==> src/rtl/ascii_sum_tx.sv <==
// ascii_sum_tx: converts a binary sum to decimal (double dabble) and streams it as ASCII digits.
// Optional build macro CRLF_EN appends 8'h0D, 8'h0A after the digits.
module ascii_sum_tx #(
    parameter int SUM_W  = 8,
    parameter int DIGITS = 3
) (
    input  logic             clk,
    input  logic             rst_n,
    input  logic             sum_valid,
    output logic             sum_ready,
    input  logic [SUM_W-1:0] sum_data,
    output logic             tx_valid,
    input  logic             tx_ready,
    output logic [7:0]       tx_data,
    output logic             tx_last,
    output logic             busy
);

    localparam int BCD_W = 4 * DIGITS;
    localparam int CNT_W = $clog2(SUM_W + 1);
    localparam int IDX_W = (DIGITS > 1) ? $clog2(DIGITS) : 1;
    localparam logic [CNT_W-1:0] CNT_DONE = CNT_W'(SUM_W);

    function automatic longint pow10(input int n);
        longint p;
        p = 1;
        for (int i = 0; i < n; i++) p = p * 10;
        return p;
    endfunction

    if (pow10(DIGITS) <= ((longint'(1) << SUM_W) - 1)) begin : g_digits_check
        $error("ascii_sum_tx: DIGITS too small to hold the largest SUM_W value");
    end

    typedef enum logic [1:0] {
        S_IDLE,
        S_CONVERT,
        S_SEND
    } state_t;

    state_t             r_state;
    logic [SUM_W-1:0]   r_bin;
    logic [BCD_W-1:0]   r_bcd;
    logic [CNT_W-1:0]   r_cnt;
    logic [IDX_W-1:0]   r_digIdx;
    logic               r_sumReady;
    logic               r_txValid;
    logic [7:0]         r_txData;
    logic               r_txLast;
    logic               r_busy;
`ifdef CRLF_EN
    logic               r_term;
`endif

    logic [BCD_W-1:0]   w_bcdAdj;
    logic [IDX_W-1:0]   w_firstIdx;
    logic [3:0]         w_firstDigit;
    logic [IDX_W-1:0]   w_nextIdx;
    logic [3:0]         w_nextDigit;

    always_comb begin
        w_bcdAdj = r_bcd;
        for (int i = 0; i < DIGITS; i++) begin
            if (r_bcd[4*i +: 4] >= 4'd5) w_bcdAdj[4*i +: 4] = r_bcd[4*i +: 4] + 4'd3;
        end
    end

    // Highest non-zero digit starts the number; an all-zero value falls back to digit 0.
    always_comb begin
        w_firstIdx   = '0;
        w_firstDigit = r_bcd[3:0];
        for (int i = 0; i < DIGITS; i++) begin
            if (r_bcd[4*i +: 4] != 4'd0) begin
                w_firstIdx   = IDX_W'(i);
                w_firstDigit = r_bcd[4*i +: 4];
            end
        end
    end

    always_comb begin
        w_nextIdx   = r_digIdx - IDX_W'(1);
        w_nextDigit = 4'd0;
        for (int i = 0; i < DIGITS; i++) begin
            if (IDX_W'(i) == w_nextIdx) w_nextDigit = r_bcd[4*i +: 4];
        end
    end

    always_ff @(posedge clk or negedge rst_n) begin
        if (!rst_n) begin
            r_state    <= S_IDLE;
            r_bin      <= '0;
            r_bcd      <= '0;
            r_cnt      <= '0;
            r_digIdx   <= '0;
            r_sumReady <= 1'b0;
            r_txValid  <= 1'b0;
            r_txData   <= 8'h00;
            r_txLast   <= 1'b0;
            r_busy     <= 1'b0;
`ifdef CRLF_EN
            r_term     <= 1'b0;
`endif
        end else begin
            case (r_state)
                S_IDLE: begin
                    r_sumReady <= 1'b1;
                    if (sum_valid && r_sumReady) begin
                        r_sumReady <= 1'b0;
                        r_busy     <= 1'b1;
                        r_bin      <= sum_data;
                        r_bcd      <= '0;
                        r_cnt      <= '0;
                        r_state    <= S_CONVERT;
                    end
                end
                S_CONVERT: begin
                    if (r_cnt == CNT_DONE) begin
                        r_txValid <= 1'b1;
                        r_txData  <= 8'h30 + {4'h0, w_firstDigit};
                        r_digIdx  <= w_firstIdx;
`ifdef CRLF_EN
                        r_txLast  <= 1'b0;
                        r_term    <= 1'b0;
`else
                        r_txLast  <= (w_firstIdx == '0);
`endif
                        r_state   <= S_SEND;
                    end else begin
                        {r_bcd, r_bin} <= {w_bcdAdj[BCD_W-2:0], r_bin, 1'b0};
                        r_cnt          <= r_cnt + CNT_W'(1);
                    end
                end
                S_SEND: begin
                    if (tx_ready) begin
                        if (r_txLast) begin
                            r_txValid  <= 1'b0;
                            r_txLast   <= 1'b0;
                            r_txData   <= 8'h00;
                            r_busy     <= 1'b0;
                            r_sumReady <= 1'b1;
                            r_state    <= S_IDLE;
`ifdef CRLF_EN
                        end else if (r_term) begin
                            r_txData <= 8'h0A;
                            r_txLast <= 1'b1;
                        end else if (r_digIdx == '0) begin
                            r_txData <= 8'h0D;
                            r_term   <= 1'b1;
                        end else begin
                            r_txData <= 8'h30 + {4'h0, w_nextDigit};
                            r_digIdx <= w_nextIdx;
                        end
`else
                        end else begin
                            r_txData <= 8'h30 + {4'h0, w_nextDigit};
                            r_digIdx <= w_nextIdx;
                            r_txLast <= (w_nextIdx == '0);
                        end
`endif
                    end
                end
                default: r_state <= S_IDLE;
            endcase
        end
    end

    assign sum_ready = r_sumReady;
    assign tx_valid  = r_txValid;
    assign tx_data   = r_txData;
    assign tx_last   = r_txLast;
    assign busy      = r_busy;

endmodule
==> config.mk <==
export PLATFORM = sky130hd
export DESIGN_NAME = ascii_sum_tx
export DESIGN_NICKNAME = d
export VERILOG_FILES = /design/src/rtl/ascii_sum_tx.sv
export SDC_FILE = /design/constraint.sdc
export NUM_CORES = 1
export LEC_CHECK = 0
export ABC_AREA = 1
export CAP_MARGIN = 5
export CORE_MARGIN = 5
export CORE_UTILIZATION = 45
export CTS_BUF_LIST = sky130_fd_sc_hd__clkbuf_8 sky130_fd_sc_hd__clkbuf_16
export DETAILED_ROUTE_END_ITERATION = 10
export GPL_ROUTABILITY_DRIVEN = 1
export PLACE_DENSITY = 0.66
export SLEW_MARGIN = 15
export SYNTH_ARGS = -nofsm -noshare
export SYNTH_HDL_FRONTEND = slang
export SYNTH_SLANG_ARGS = --single-unit
==> constraint.sdc <==
create_clock -name clk -period 1.68 [get_ports clk]
set_clock_uncertainty 0.05 [all_clocks]
set_input_delay 0.168 -clock clk [delete_from_list [all_inputs] [get_ports clk]]
set_output_delay 0.168 -clock clk [all_outputs]
set_load 0.01 [all_outputs]
* Yosys cells after proc, flatten, opt, wreduce, memory -nomap -nowiden *
Cells that the tools add are included.

word-level totals
  output and inout port bits = 12
  word-level logic and storage cells = 93
  flip-flop bits (word level) = 40
  bits of input ports = 12

operators by class
  reductions and logical operators = 16
  order comparisons = 3
  eq/ne operators = 11
  add/sub/neg operators = 7
  muxes and demuxes = 46

operators by type and width
  kind                                                               count
  two-way mux 4 bit                                                  9
  two-way mux 8 bit                                                  4
  case mux 8 bit (2 select lines)                                    2
  two-way mux 12 bit                                                 2
  case mux 12 bit (2 select lines)                                   1
  two-way mux 2 bit                                                  8
  AND reduction 4 bit                                                4
  adder 6 x 4 -> 7 bit, first input constant                         2
  greater-or-equal comparator 4 x 3 -> 1 bit, second input constant  3
  != test 2 bit, second input constant                               6
  two-way mux 1 bit                                                  11
  AND reduction 3 bit                                                3
  adder 4 x 2 -> 4 bit, second input constant                        2
  case mux 1 bit (2 select lines)                                    4
  case mux 4 bit (2 select lines)                                    1
  nonzero test 4 bit                                                 2
  two-way mux 7 bit                                                  1
  logical NOT 2 bit                                                  3
  case mux 2 bit (3 select lines)                                    1
  nonzero test 2 bit                                                 3
  adder 4 x 1 -> 4 bit, second input constant                        1
  == test 4 bit, second input constant                               1
  case mux 2 bit (2 select lines)                                    1
  adder 3 x 2 -> 3 bit, second input constant                        1
  other kinds (7)                                                    7

* Longest topological paths before layout *
  word-level depth = 9
  mapped depth = 10
  mapped depth without buffers = 10

* Worst setup path after synthesis *
Ideal clock, no wire load.

  kind = reg-to-reg
  from = register r_cnt[0]
  to = register r_digIdx[0]
  library setup time = 0.117 ns
  slack = 0.260 ns
  stages on the path, launching flop included = 10
  buffers on the path = 0
  arrival = 1.253 ns
  data required time = 1.513 ns
  cells stage by stage = dfrtp_1 -> inv_1 -> ha_1 -> nand3_2 -> nor2_4 -> nor2_4 -> nor2_4 -> inv_1 -> nand2_1 -> nand2_1

on the way
  cells in the longest elaborated chain, start to end = 3

RTL lines
  element                               line  source
  start: declaration                    44    logic [CNT_W-1:0] r_cnt;
  start signal: assignment              130   r_cnt <= r_cnt + CNT_W'(1);
  == test 4 bit                         117   if (r_cnt == CNT_DONE) begin
  != test 2 bit (no source line)        --
  AND reduction 4 bit (no source line)  --
  end signal: assignment                120   r_digIdx <= w_firstIdx;
  end signal: assignment                156   r_digIdx <= w_nextIdx;
  end: declaration                      45    logic [IDX_W-1:0] r_digIdx;

Every way passes these cells.
A chain may end at the register's enable or synchronous reset.

* Worst setup path in the final report *
  from = register r_cnt[1]
  to = register r_digIdx[0]

Same word-level chain as after synthesis.

==> results.md <==
* H-Tree Depth at 2
* Post-DP Area at 2620 um2
* CTS tree: built
* Seq/Total Area, Yosys at 40.2%
* WS Path Type: flop to flop
* 1st-iter DRT viols at 99
* DP HPWL at 3.70 mm
* DRT antenna net count at 0
* Worst Hold Path Cells at 3
* Gr ovfl total at 0
* Hold Fails Final Rpt at 0
* Routed vias at 1974
* Pwr Density at 2000 nW/um2
* Post-route cell area at 2730 um2
* HP Start: sum_data[0]
* First-pass GRT wire length at 8.80 mm
* Critical path startpoint category: flop
* Routability cong. at 0.847
* Fmax at 0.637 GHz
* IO buf count at 21
* Status: finished clean
* Starting Density at 45.7%
* Flops & latches, synth at 37
* DR DRC count at 0
* Synth unique cells at 29
* Fin Setup TNS at 0 ns
* Worst Hold End: r_bin[0]
* Worst min-delay path category: input port to flop
* Root buf cell: clkbuf_8
* Die Span X at 81.6 um
* Crit path time final at 1.57 ns
* Layout cells sized above 1 at 15.2%
* Synth Warn # at 0
* Fin. max-slew vios at 0
* CTS Sinks at 37
* Vias in the first global route at 1920
* Setup crit end kind: flop
* Flop-to-flop setup slack at 0.11 ns
* I/O pins at 24
* Fillers at 491
* Layout area overhead at 18.5%
* Clock Latency Late Sink at 0.30 ns
* Number of max-cap violations at 0
* Leakage at 1.36 nW
* RR Startpoint: r_cnt[1]
* Final nets at 351
* Top cell type's share of synthesized area at 40.2%
* Site row count at 26
* Maximum root-to-sink buffer count at 2
* # diodes at 0
* CP required at 1.81 ns
* Post-Synthesis Cells at 294
* Routed wire length at 4.98 mm
* R2R depth at 9
* Multi-input logic area at 1170 um2
* Antenna violations before repair at 0
* Drt first pass iters at 4
* Chip height at 81.6 um
* Endpoints failing setup at 0
* CP Max Fanout at 6
* Die area at 6650 um2
* Worst VDD drop at 1.10 mV
* Largest net degree at the start of global routing at 38
* Crit path arrival time at 1.70 ns
* Register area at 926 um2
* Clock slew at reported path FFs at 0.08 ns
* Vias per cell at 4.96
* Core area at 5040 um2
* Post-Syn Area at 2300 um2
* GR Util All Layers at 17.1%
* Avg Cell Area, Syn at 7.84 um2
* Period utilization at 93.4%
* Capturing point of the worst reg2reg path: r_digIdx[0]
* Ranking of synthesized cells by area: dfrtp_1 (40%), nand2_1 (13%), ha_1 (6.5%)
* Cell taking the most area after synthesis: dfrtp_1
* Avg WL per Cell at 12.5 um
* CTS buffer count at 5
-- metrics by stage --
| step | worst slack (ns) | hold WS [ns] | util, % | power, mW | std cells |
|---|---|---|---|---|---|
| finish | 0.111 | 0.386 | 54.2 | 5.46 | 398 |
| global placement | 0.0871 | 0.199 | 52.0 | 4.79 | 388 |
| detailed placement | 0.0604 | 0.200 | 52.0 | 4.84 | 388 |
| CTS | 0.0805 | 0.383 | 53.8 | 5.47 | 397 |
| global route | -0.00474 | 0.393 | 54.2 | 6.04 | 398 |
| floorplan | 0.260 | -0.178 | - | 3.96 | 295 |
-- final cells by class --
class                      count  area share, %
inverter                      43           5.91
clock buffer                   5           2.52
clock inverter                 3          0.504
tap                           70           3.21
multi-input combinational    208           42.9
timing repair buffer          32           11.1
sequential                    37           33.9
-- repair_timing --
item,CTS,global route
hold buffers,1,0
endpoints found under the hold margin,37,0
resized for setup,0,2
setup endpoints to repair,0,7
setup buffers,0,1
-- flip-flops by register name (all words and copies together), names as in the netlist --
signal	cells
tx_data	5
tx_last	1
r_cnt	4
r_bin	8
busy	1
r_state	2
tx_valid	1
sum_ready	1
r_digIdx	2
r_bcd	12
-- metal layers --
metal	vias to the layer above	track usage (%)	routed length, um
met1	904	22.4	2330
met3	8	3.40	281
met4	0	5.57	73
met2	50	28.2	2300
met5	-	0	0
li1	1012	-	-
-- cell families after synthesis --
group,Yosys count,share of synthesized area (%)
AO/OA/AOI/OAI,52,15.2
adder cells (fa/ha/maj),12,6.51
buffers and inverters,50,9.66
flip-flops,37,40.2
other,1,0.163
AND/OR/NAND/NOR,142,28.3
-- worst max-delay path, stage by stage, from the launching register on --
cell	delay, ns
dfrtp_1	0.38
inv_1	0.11
ha_1	0.19
nand3_2	0.14
nor2_4	0.21
nor2_4	0.08
nor2_4	0.11
inv_1	0.06
nand2_1	0.05
nand2_1	0.07
-- power breakdown --
part	total, mW	internal, mW	switching, mW
logic	3.22	1.31	1.91
clock network	0.607	0.282	0.325
registers	1.63	1.33	0.300
-- Yosys cell counts --
library cell  instances
nand2_1              77
inv_1                40
dfrtp_1              37
nand3_1              25
nor2_1               23
o21ai_2              15
o21ai_0              13
a21oi_1              12
ha_1                 12
o211ai_1              5
nand4_1               4
nor2_4                4
buf_4                 3
buf_6                 3
inv_2                 3
nand2_4               3
o22ai_1               3
buf_2                 1
conb_1                1
nand2_2               1
nand3_2               1
nand3b_1              1
nand4_2               1
nor2_2                1
nor3_1                1
o211ai_2              1
o21ai_1               1
o22ai_2               1
o31ai_1               1
-- layout by cell type, fill, tap and decap left out, types with 2 or more instances in the layout --
cell,instances
nand2_4,2
nor2_2,2
clkinv_2,2
nor2_1,22
clkdlybuf4s50_1,20
nor2_4,4
conb_1,2
nand4_1,4
clkbuf_8,5
nand2_1,77
o21ai_2,15
o22ai_1,3
o21ai_0,13
buf_4,9
a21oi_1,12
nand3_1,25
o211ai_1,5
inv_2,3
ha_1,12
inv_1,41
dfrtp_1,37
-- worst max-delay path by stage --
| stage | cells past startpoint | slack [ns] | end | startpoint |
|---|---|---|---|---|
| 3_5_place_dp | 6 | 0.06 | r_bin[6] | sum_valid |
| 4_1_cts | 9 | 0.08 | r_digIdx[0] | r_cnt[1] |
| 6_report | 9 | 0.11 | r_digIdx[0] | r_cnt[1] |
| 3_3_place_gp | 6 | 0.09 | r_bin[6] | sum_valid |
| 5_1_grt | 9 | -0.005 | r_digIdx[0] | r_cnt[1] |
| 2_1_floorplan | 9 | 0.26 | r_digIdx[0] | r_cnt[0] |
No activity file was read; power rests on OpenSTA's default activity.
